<file path="config.mk">
export PLATFORM = sky130hd
export DESIGN_NAME = modbus_tx_arb
export DESIGN_NICKNAME = d
export VERILOG_FILES = /design/src/rtl/modbus_tx_arb.sv
export SDC_FILE = /design/constraint.sdc
export NUM_CORES = 1
export LEC_CHECK = 0
export BUFFER_PORTS_ARGS = -buffer_cell sky130_fd_sc_hd__buf_4
export CORE_AREA = 2 2 124 126
export CTS_BUF_LIST = sky130_fd_sc_hd__clkbuf_16
export DETAILED_ROUTE_END_ITERATION = 6
export DIE_AREA = 0 0 126 128
export PLACE_DENSITY_LB_ADDON = 0.1
export SKIP_LAST_GASP = 1
export SLEW_MARGIN = 20
export SYNTH_ARGS = -nofsm -noshare
export SYNTH_HDL_FRONTEND = slang
export SYNTH_SLANG_ARGS = --single-unit
</file>
<file path="constraint.sdc">
create_clock -name CLK -period 7.07 [get_ports CLK]
set_clock_uncertainty 0.1 [all_clocks]
set_input_delay 0.3535 -clock CLK [delete_from_list [all_inputs] [get_ports CLK]]
set_output_delay 0.3535 -clock CLK [all_outputs]
set_load 0.03 [all_outputs]
</file>
<file path="src/rtl/modbus_tx_arb.sv">
// Round-robin arbiter sharing one UART transmitter between a keyboard (1 byte)
// and a Modbus framer (FRAME_LEN bytes), with an enforced idle gap and a per-byte timeout.
module modbus_tx_arb #(
   parameter int FRAME_LEN = 7,
   parameter int GAP_CYC   = 16,
   parameter int TIMEOUT   = 65535
) (
   input  logic                   CLK,
   input  logic                   RSTn,
   input  logic                   K_Req,
   input  logic [7:0]             K_Data,
   output logic                   K_Ack,
   input  logic                   M_Req,
   input  logic [8*FRAME_LEN-1:0] M_Frame,
   output logic                   M_Ack,
   output logic                   TX_En_Sig,
   output logic [7:0]             TX_Data,
   input  logic                   TX_Done_Sig,
   output logic [1:0]             Grant,
   output logic                   Err
);

   localparam int IW    = (FRAME_LEN > 8) ? $clog2(FRAME_LEN) : 3;
   localparam int GW    = (GAP_CYC > 1) ? $clog2(GAP_CYC) : 1;
   localparam int TW    = $clog2(TIMEOUT + 1);
   localparam int DEPTH = 2 ** IW;

   localparam logic [IW-1:0] LAST_M  = IW'(FRAME_LEN - 1);
   localparam logic [GW-1:0] GAP_END = GW'(GAP_CYC - 1);
   localparam logic [TW-1:0] TMO_END = TW'(TIMEOUT);

   typedef enum logic [2:0] {IDLE, LOAD, SEND, NEXT, GAP} state_t;

   state_t        state;
   logic [IW-1:0] idx;
   logic [IW-1:0] last_idx;
   logic [GW-1:0] gap_cnt;
   logic [TW-1:0] tmo_cnt;
   logic          last_m;
   logic          own_m;
   logic [7:0]    buffer [DEPTH];

   logic          pick_k;
   logic          pick_m;
   logic          capture;
   logic [IW-1:0] idx_inc;
   logic [TW-1:0] tmo_nxt;

   // last_m=1 after reset so the keyboard wins the first simultaneous request
   always_comb begin
      pick_k  = K_Req & (~M_Req | last_m);
      pick_m  = M_Req & ~pick_k;
      capture = (state == IDLE) & ~RSTn & (K_Req | M_Req);
      idx_inc = idx + 1'b1;
      tmo_nxt = tmo_cnt + 1'b1;
   end

   // Byte 0 of the frame sits at the MSBs; store it at buffer[0]
   always_ff @(posedge CLK) begin
      if (capture) begin
         if (pick_k)
            buffer[0] <= K_Data;
         else
            for (int i = 0; i < FRAME_LEN; i++)
               buffer[i] <= M_Frame[8*(FRAME_LEN-1-i) +: 8];
      end
   end

   always_ff @(posedge CLK) begin
      if (RSTn) begin
         state     <= IDLE;
         TX_En_Sig <= 1'b0;
         TX_Data   <= 8'h00;
         K_Ack     <= 1'b0;
         M_Ack     <= 1'b0;
         Grant     <= 2'b00;
         Err       <= 1'b0;
         idx       <= '0;
         last_idx  <= '0;
         gap_cnt   <= '0;
         tmo_cnt   <= '0;
         last_m    <= 1'b1;
         own_m     <= 1'b0;
      end else begin
         K_Ack <= 1'b0;
         M_Ack <= 1'b0;
         Err   <= 1'b0;
         case (state)
            IDLE: begin
               if (K_Req | M_Req) begin
                  own_m    <= pick_m;
                  K_Ack    <= pick_k;
                  M_Ack    <= pick_m;
                  Grant    <= {pick_m, pick_k};
                  idx      <= '0;
                  last_idx <= pick_m ? LAST_M : '0;
                  TX_Data  <= pick_m ? M_Frame[8*FRAME_LEN-1 -: 8] : K_Data;
                  tmo_cnt  <= '0;
                  state    <= LOAD;
               end
            end
            LOAD: begin
               TX_Data   <= buffer[idx];
               TX_En_Sig <= 1'b1;
               state     <= SEND;
            end
            SEND: begin
               if (TX_Done_Sig) begin
                  TX_En_Sig <= 1'b0;
                  tmo_cnt   <= '0;
                  if (idx == last_idx) begin
                     Grant   <= 2'b00;
                     gap_cnt <= '0;
                     last_m  <= own_m;
                     state   <= GAP;
                  end else begin
                     idx     <= idx_inc;
                     TX_Data <= buffer[idx_inc];
                     state   <= NEXT;
                  end
               end else if (tmo_nxt == TMO_END) begin
                  // stuck transmitter: abandon the rest of this transaction
                  Err       <= 1'b1;
                  TX_En_Sig <= 1'b0;
                  tmo_cnt   <= '0;
                  Grant     <= 2'b00;
                  gap_cnt   <= '0;
                  last_m    <= own_m;
                  state     <= GAP;
               end else begin
                  tmo_cnt <= tmo_nxt;
               end
            end
            NEXT: begin
               TX_En_Sig <= 1'b1;
               state     <= SEND;
            end
            GAP: begin
               if (gap_cnt == GAP_END)
                  state <= IDLE;
               else
                  gap_cnt <= gap_cnt + 1'b1;
            end
            default: state <= IDLE;
         endcase
      end
   end

endmodule

</file>
==> impl_metrics.yaml, run 1 <==
run_status:
  status: "complete, no violations"
synth:
  netlist.area_leader.share: 0.332
  synth_top_family_by_area: "multiplexers"
  postSynthAreaPerCell_um2: 11.2
  yosys.area.top_type: "edfxtp_1"
  synthCells: 452
  synthesis.nets: 525
  muxShareOfSynthArea: 0.172
  synth_xor_area_frac: 0.0173
  ys_top_cells_by_area: "edfxtp_1, dfxtp_1, mux2i_1"
  synth_common_cells: "edfxtp_1, dfxtp_1, mux2i_1"
  synth_adder_area_share: 0.00989
  ys_seq_area_frac: 0.510
  yosys_register_bits: 101
  ys_types: 51
  synth_compound_area_frac: 0.105
  postSynth.asyncResetShare: 0
  synth.most_common_cell: "edfxtp_1"
  syn_area_mm2: 0.00506
  synth-edff-count: 56
  ys.warnings.count: 0
  synth_top_flop_cell: "edfxtp_1"
  yosys.area_share.simple: 0.157
cts:
  cts_hold_buf: 0
  cts_tree: "yes"
  cts_resized: 0
  h-tree-depth: 3
  insertion_delay_ns: 0.35
  cts_root_buf: "clkbuf_16"
  clockBufferDepth: 2
  cts_sinks: 101
  clkSlewWorstSetupHoldPaths_ns: 0.07
  numCtsBuffers: 9
  post_cts_buffers: 0
setup_path:
  end_kind: "flip-flop"
  criticalPathCategory: "reg2reg"
  worst-r2r-cell-count: 7
  r2r_setup_slack_ns: 4.16
  start_kind: "flip-flop"
  r2r_start: "tmo_cnt[1]"
  path_max_fanout: 9
  cp_data_required_time_ns: 7.21
  r2r_end: "tmo_cnt[7]"
  arrival_ns: 3.05
routing:
  postRouteAntennaNets: 0
  initialDrtViolationCount: 123
  vias_per_cell: 5.30
  dr.pass1.iters: 4
  drcViolationCount: 0
  num_vias: 3789
  totalWireLength_mm: 12.8
  wl_per_cell_um: 17.9
timing:
  fin_ws_ns: 4.16
  maxSlewHeadroom: 0.363
  slew_violations: 0
  period_share: 0.411
  hold_viol_final: 0
  tightest_slew_ns: 0.954
  fmax_mhz: 344
  fin_setup_tns_ns: 0
  fin_crit_ns: 2.91
  rsz0062_at_grt: "false"
  setup_viol: 0
grt:
  antenna_found_initial: 0
  grt_first_pass_wirelength_mm: 20.2
  overflow: 0
  grt_pass1_vias: 3843
  grt_usage: 0.164
  grt_max_degree: 59
floorplanning:
  ios: 83
  die_w_um: 126
  fp.dieH_um: 128
  core_mm2: 0.0149
  row_count: 45
  start_util: 0.340
  dieArea_mm2: 0.0161
layout:
  drive_above_1_share: 0.262
  n_antenna_cell: 0
  finalCoreUtilization: 0.412
  area_growth_pct: 21.0
  fin_nets: 595
  finalNonFillerCells: 715
pwr:
  ir_drop_v: 0.000132
  powerDensity_mw_per_mm2: 235
  leakagePower_uw: 0.00214
min_path:
  min_from: "M_Frame[43]"
  min_to: "buffer[1][3]"
  min_path_cells: 1
  hp-class: "in2reg"
place:
  place_inst: 699
  pre_cts_slack_ns: 3.80
  dp_hpwl_mm: 9.10
  place_congestion: 0.807
  portBuffers: 82
run:
  drv_cap: 0
worst max-delay path by stage:
stage | start | slack [ns] | depth (start not counted) | end
3_5_place_dp | K_Req | 3.80 | 6 | buffer[0][1]
2_1_floorplan | M_Req | 3.48 | 6 | buffer[0][0]
3_3_place_gp | K_Req | 3.86 | 6 | buffer[0][1]
5_1_grt | tmo_cnt[0] | 4.00 | 7 | tmo_cnt[5]
6_report | tmo_cnt[1] | 4.16 | 7 | tmo_cnt[7]
4_1_cts | last_m | 4.01 | 5 | buffer[0][1]
stage by stage:
step	instance area, um2	hold WS, ns	total power (uW)
finish	6120	0.0718	1440
global route	6120	0.0514	1510
CTS	6110	0.0534	1460
detailed placement	5840	0.383	995
global placement	5840	0.376	990
floorplan	5060	0.344	879
report_power, final:
| group | internal [uW] | leakage (uW) | switching, uW | total (uW) |
|---|---|---|---|---|
| clock network | 237 | 0.000140 | 223 | 460 |
| logic | 120 | 0.00112 | 164 | 284 |
| registers | 664 | 0.000879 | 29.3 | 694 |
layout by cell type (no fill, tap or decap), types with 9 or more instances in the layout:
cell type / netlist / layout
buf_4: 1 / 85
nand3_1: 15 / 15
mux2i_1: 42 / 42
nor3_1: 20 / 19
dfxtp_1: 45 / 44
clkbuf_16: 0 / 9
a21oi_1: 10 / 10
inv_1: 10 / 13
nand2_1: 40 / 40
nor2_1: 38 / 37
mux4_2: 16 / 16
o21ai_0: 22 / 22
edfxtp_1: 56 / 56
routing by layer:
| layer | vias to the layer above | GRT usage | wire length [um] |
|---|---|---|---|
| li1 | 1848 | - | - |
| met1 | 1848 | 0.197 | 5510 |
| met2 | 84 | 0.288 | 6550 |
| met3 | 9 | 0.0434 | 548 |
| met4 | 0 | 0.0485 | 185 |
| met5 | - | 0 | 0 |
cells by family after synthesis:
family / after synthesis
xor gates and xnor gates: 10
DFF: 101
and+or+nand+nor: 156
AOI/OAI and AO/OA: 79
buffers and inverters: 36
muxes: 66
adders and majority gates: 4
area by class of cell:
cell class,count,area (um2)
Timing Repair Buffer,85,638
Inverter,10,37.5
Clock buffer,9,225
Fill cell,1450,8740
Clock inverter,7,42.5
Sequential cell,101,2580
Multi-Input combinational cell,315,2360
Tap cell,188,235
worst max-delay path: stages, from the launching register on:
cell and delay, ns:
dfxtp_1 0.40, ha_1 0.28, nand4_2 0.18, or4_4 0.54, a2111oi_4 0.43, and4_1 0.49, nor2_1 0.10, a211o_1 0.27
state kept, by name (all words and copies together), names as in the netlist, named ones only:
register   flops
tmo_cnt       16
K_Ack          1
TX_Data        8
Grant          2
last_idx       1
idx            3
M_Ack          1
last_m         1
state          3
gap_cnt        4
TX_En_Sig      1
Err            1
buffer        56
Power figures use the tool's default switching activity.
==> inputs of run 2 (changes only) <==
- ABC_AREA: not set -> 1
- CORE_AREA: 2 2 124 126 -> 2 2 125 127
- DIE_AREA: 0 0 126 128 -> 0 0 127 129
- clock period: 7.07 -> 2.9 ns (I/O delays scaled with it)
==> run 2 against run 1 <==
Setup slack lost 3.7 ns. Fmax grew 20%. Combinational power grew to 6.6 times the previous value. Via count grew 29%. Sequential power grew to 2.7 times the previous value. Core utilization grew 4.4 points. Die area grew 1.6%. Routed wire length grew 16%. Largest power group is now combinational logic. Final area grew 11%. Largest cell class unchanged. Final cell count grew 37%. Power grew to 3.4 times the previous value. Critical path type unchanged. Global-route usage grew 2.5 points.
==> impl_metrics.yaml, run 2 <==
run_status:
  status: "complete, no violations"
timing:
  tightest_slew_ns: 1.00
  fin_ws_ns: 0.486
  hold_viol_final: 0
  slew_violations: 0
  period_share: 0.832
  rsz0062_at_grt: "false"
  maxSlewHeadroom: 0.332
  hold_ws_ns: 0.0106
  fin_setup_tns_ns: 0
  fin_crit_ns: 2.41
  fmax_mhz: 414
  setup_viol: 0
routing:
  wl_per_cell_um: 15.2
  dr.pass1.iters: 5
  postRouteAntennaNets: 0
  vias_per_cell: 5.01
  totalWireLength_mm: 14.9
  initialDrtViolationCount: 287
  drcViolationCount: 0
  num_vias: 4898
synth:
  yosys.area.top_type: "edfxtp_1"
  yosys_register_bits: 101
  syn_area_mm2: 0.00517
  ys.warnings.count: 0
  postSynth.asyncResetShare: 0
  synth_compound_area_frac: 0.202
  synth-edff-count: 56
  synthCells: 656
  netlist.area_leader.share: 0.325
  synth_common_cells: "nand2_1, inv_1, a21oi_1"
  postSynthAreaPerCell_um2: 7.88
  synth_top_family_by_area: "compound AO/OA/AOI/OAI gates"
  synth.most_common_cell: "nand2_1"
  synth_top_flop_cell: "edfxtp_1"
  ys_top_cells_by_area: "edfxtp_1, dfxtp_1, nand2_1"
  synth_xor_area_frac: 0.00169
  ys_types: 36
  ys_seq_area_frac: 0.500
  synth_adder_area_share: 0.00968
  muxShareOfSynthArea: 0
  yosys.area_share.simple: 0.202
  synthesis.nets: 729
pwr:
  leakagePower_uw: 0.00269
  swShare: 0.399
  powerDensity_mw_per_mm2: 719
  power_uw: 4900
  power_frac_comb: 0.381
  ir_drop_v: 0.000426
  p_int_uw: 2950
  seqPwrFrac: 0.376
  clkPwrFrac: 0.243
  p_switching_uw: 1960
grt:
  grt_first_pass_wirelength_mm: 23.9
  grt_max_degree: 62
  overflow: 0
  antenna_found_initial: 0
  grt_usage: 0.189
  grt_pass1_vias: 4722
floorplanning:
  core_mm2: 0.0150
  ios: 83
  row_count: 45
  fp.dieH_um: 129
  die_w_um: 127
  dieArea_mm2: 0.0164
  start_util: 0.345
cts:
  cts_sinks: 101
  insertion_delay_ns: 0.35
  cts_tree: "yes"
  clockBufferDepth: 2
  clkSlewWorstSetupHoldPaths_ns: 0.07
  post_cts_buffers: 0
  cts_root_buf: "clkbuf_16"
  numCtsBuffers: 9
  h-tree-depth: 3
min_path:
  min_path_cells: 3
  min_from: "M_Frame[55]"
  min_to: "buffer[0][7]"
  hp-class: "in2reg"
setup_path:
  slowest_stage: "dfxtp_1"
  criticalPathCategory: "reg2reg"
  start_kind: "flip-flop"
  r2r_end: "gap_cnt[0]"
  cp_common_cell: "nand2_1"
  path_max_fanout: 14
  end_kind: "flip-flop"
  worst-r2r-cell-count: 12
  cp_data_required_time_ns: 3.03
  crit_chain: "ha_1 -> nand3_1 -> nor2_1 -> nand2_1 -> nand2_1 -> nand3_1 -> nor3_1 -> nand2_2 -> nand2_4 -> nand2_1 -> nand2_1 -> a21oi_1"
  arrival_ns: 2.54
  r2r_setup_slack_ns: 0.49
  cpPeakStageDelay_ns: 0.40
  r2r_start: "tmo_cnt[1]"
place:
  place_congestion: 0.876
  dp_hpwl_mm: 10.3
  portBuffers: 82
  pre_cts_slack_ns: 0.471
layout:
  fin_nets: 857
  area_growth_pct: 31.9
  drive_above_1_share: 0.148
  top_regs: "buffer (56), tmo_cnt (16), TX_Data (8)"
  top_register: "buffer"
  largest_reg_flops: 56
  layout.cells.most_common_list: "nand2_1, inv_1, buf_4"
  n_antenna_cell: 0
  layout_commonest_cell: "nand2_1"
  n_fill_cell: 1464
run:
  drv_cap: 0
-- run 2: cell type report --
| type | count | area, um2 | share of cell area |
|---|---|---|---|
| Clock inverter | 6 | 37.5 | 0.00550 |
| Multi-Input combinational cell | 440 | 2150 | 0.315 |
| Sequential cell | 101 | 2580 | 0.379 |
| Inverter | 88 | 330 | 0.0484 |
| Tap cell | 188 | 235 | 0.0345 |
| Timing Repair Buffer | 144 | 1230 | 0.181 |
| Clock buffer | 10 | 250 | 0.0367 |
-- run 2: logic make-up (layout without fill, tap and decap cells) --
kind of cell,after synthesis,in the layout
XOR/XNOR,1,1
AO/OA/AOI/OAI,191,191
adder cells (fa/ha/maj),4,4
AND/OR/NAND/NOR,244,244
flip-flops,101,101
buffers and inverters,115,248
-- run 2: metal layers --
| metal | GRT usage | wire length, um |
|---|---|---|
| met5 | 0 | 0 |
| met4 | 0.0802 | 304 |
| met3 | 0.0287 | 699 |
| met2 | 0.297 | 6740 |
| met1 | 0.260 | 7140 |
-- run 2: power groups by stage --
| stage | Clock (uW) | Combinational (uW) | Sequential, uW |
|---|---|---|---|
| finish | 1190 | 1870 | 1840 |
| floorplan | 0 | 1090 | 1930 |
| global route | 1260 | 2090 | 1860 |
| CTS | 1210 | 1860 | 1840 |
| global placement | 0 | 1780 | 1870 |
| detailed placement | 0 | 1800 | 1870 |
-- run 2: worst max-delay path by stage --
stage                              end  slack [ns]       start  depth (start not counted)
after floorplan           buffer[0][0]        0.51    state[0]                          9
after detailed placement    TX_Data[3]        0.47   flip-flop                          8
after CTS                   TX_Data[3]        0.49   flip-flop                          8
after global placement      TX_Data[3]        0.56   flip-flop                          8
final                       gap_cnt[0]        0.49  tmo_cnt[1]                         12
after global routing          Grant[0]        0.20  tmo_cnt[1]                         13
-- run 2: critical path: cells and delay by family (launching register included) --
family,cells,cell delay (ns)
AND/OR/NAND/NOR,10,1.46
flip-flops,1,0.40
adder cells (fa/ha/maj),1,0.26
AO/OA/AOI/OAI,1,0.06
-- run 2: repair_timing --
item / in CTS / in global routing
endpoints found under the hold margin: 56 / 0
resized for setup: 0 / 0
hold buffers: 56 / 0
-- run 2: through the flow --
stage | area (um2) | instances | util
2_1_floorplan | 5170 | 656 | -
3_3_place_gp | 5970 | 905 | 0.399
3_5_place_dp | 5970 | 905 | 0.399
4_1_cts | 6820 | 977 | 0.455
5_1_grt | 6820 | 977 | 0.455
6_report | 6820 | 977 | 0.455
==> inputs of run 3 (changes only) <==
- clock period: 2.9 -> 2.1 ns (I/O delays scaled with it)
==> run 3 against run 2 <==
Clock power grew 44%. Sequential share of layout area down 2.1 points. Final cell count up 3.6%. Core utilization up 3.0 points. Routed wire length rose by 3.2%. Global-route usage increased by 0.17 points. Register-to-register slack worse by 0.38 ns. Critical path depth fell by 1. Via count rose by 3.7%. Fmax up 21%. Combinational power increased by 59%.
==> impl_metrics.yaml, run 3 (same netlist as run 2, synthesis figures left out) <==
routing:
  totalWireLength_mm: 15.4
  num_vias: 5080
  drcViolationCount: 0
  postRouteAntennaNets: 0
  wl_per_cell_um: 15.2
  vias_per_cell: 5.02
  dr.pass1.iters: 5
  initialDrtViolationCount: 435
place:
  dp_hpwl_mm: 10.8
  place_congestion: 0.880
  postPlaceCellArea_mm2: 0.00616
  portBuffers: 82
  pre_cts_slack_ns: -0.107
pwr:
  p_switching_uw: 2800
  seqPwrFrac: 0.348
  powerDensity_mw_per_mm2: 987
  leakagePower_uw: 0.00289
  clkPwrFrac: 0.238
  p_int_uw: 4380
  ir_drop_v: 0.000516
  power_frac_comb: 0.415
  swShare: 0.389
timing:
  tightest_slew_ns: 0.417
  maxSlewHeadroom: 0.722
  rsz0062_at_grt: "true"
  period_share: 0.949
  fin_crit_ns: 1.99
  setup_viol: 0
  fmax_mhz: 502
  hold_viol_final: 0
  fin_ws_ns: 0.106
  slew_violations: 0
layout:
  n_antenna_cell: 0
  layout_commonest_cell: "nand2_1"
  finalCoreUtilization: 0.486
  largest_reg_flops: 56
  top_register: "buffer"
  layout.cells.most_common_list: "nand2_1, buf_4, inv_1"
  area_growth_pct: 40.7
  final_area_mm2: 0.00728
  drive_above_1_share: 0.232
  top_regs: "buffer (56), tmo_cnt (16), TX_Data (8)"
  fin_nets: 892
floorplanning:
  die_w_um: 127
  dieArea_mm2: 0.0164
  ios: 83
  core_mm2: 0.0150
  fp.dieH_um: 129
  row_count: 45
  start_util: 0.345
setup_path:
  arrival_ns: 2.17
  worst-r2r-cell-count: 11
  start_kind: "flip-flop"
  r2r_start: "tmo_cnt[1]"
  criticalPathCategory: "reg2reg"
  crit_end: "tmo_cnt[1]"
  cp-startpoint: "tmo_cnt[1]"
  end_kind: "flip-flop"
  path_max_fanout: 7
  r2r_end: "tmo_cnt[1]"
  r2r_setup_slack_ns: 0.11
  cp_data_required_time_ns: 2.28
grt:
  grt_max_degree: 42
  grt_first_pass_wirelength_mm: 24.5
  grt_usage: 0.190
  grt_pass1_vias: 4950
  overflow: 0
  antenna_found_initial: 0
cts:
  cts_root_buf: "clkbuf_16"
  cts_sinks: 101
  clkSlewWorstSetupHoldPaths_ns: 0.07
  clockBufferDepth: 2
  numCtsBuffers: 9
  h-tree-depth: 3
  insertion_delay_ns: 0.35
  cts_tree: "yes"
run:
  drv_cap: 0
run_status:
  status: "complete, no violations"
min_path:
  hp-class: "in2reg"
  min_from: "RSTn"
-- run 3: cell types whose count changed in the layout (fill, tap and decap cells not counted), moves of 7 or more --
cell,previous run,this run
nor2_1,63,53
dfxtp_2,0,8
buf_4,87,115
nand2_2,4,11
dfxtp_1,45,34
nor2_2,3,11
nand2_1,125,118
-- run 3: metrics by stage --
stage	setup TNS [ns]	total power [uW]	hold WS (ns)	cells
finish	0	7180	0.0273	1012
global route	-0.0119	7640	0.0379	1012
CTS	0	7130	0.0174	1003
detailed placement	-0.481	5310	0.184	927
global placement	-0.000725	5270	0.183	927
floorplan	0	4180	0.0835	656
-- run 3: critical path: stages (launching register included) --
cell     delay, ns
dfxtp_4       0.38
ha_4          0.14
nand3_2       0.13
o21ai_0       0.23
nand2_1       0.10
nand3_1       0.12
nor3_1        0.06
nand2_2       0.10
nand2_4       0.10
buf_6         0.14
or2_1         0.20
a21oi_1       0.11
-- run 3: worst min path at each step --
stage                              end  slack (ns)  depth (start not counted)
after floorplan                    Err        0.08                          1
after global placement    buffer[1][4]        0.18                          1
after detailed placement  buffer[3][1]        0.18                          1
after CTS                     state[2]        0.02                          2
after global routing        tmo_cnt[2]        0.04                          2
final                       tmo_cnt[2]        0.03                          2
-- run 3: area by class of cell --
type / instances / area (um2)
Clock buffer: 9 / 225
Clock inverter: 7 / 73.8
Fill cell: 1411 / 7700
Inverter: 88 / 330
Multi-Input combinational cell: 440 / 2250
Sequential cell: 101 / 2600
Tap cell: 188 / 235
Timing Repair Buffer: 179 / 1550
-- run 3: timing repair --
item | 4_1_cts | 5_1_grt
buffers inserted | 3 | 8
hold buffers | 57 | 0
gates resized for setup | 5 | 47
pin swaps | 2 | 14
cloned | 0 | 1
endpoints found under the setup margin | 6 | 36
hold endpoints to repair | 57 | 0
-- run 3: power groups by stage --
stage	Clock [uW]	Sequential, uW	Combinational (uW)
global route	1830	2530	3290
detailed placement	0	2530	2780
CTS	1760	2500	2880
finish	1710	2500	2980
floorplan	0	2670	1510
global placement	0	2530	2740
-- run 3: routing by layer --
metal | global-route usage | up-vias | wire, um
li1 | - | 2541 | -
met1 | 0.259 | 2371 | 7240
met2 | 0.296 | 143 | 6940
met3 | 0.0445 | 25 | 810
met4 | 0.0718 | 0 | 370
met5 | 0 | - | 0
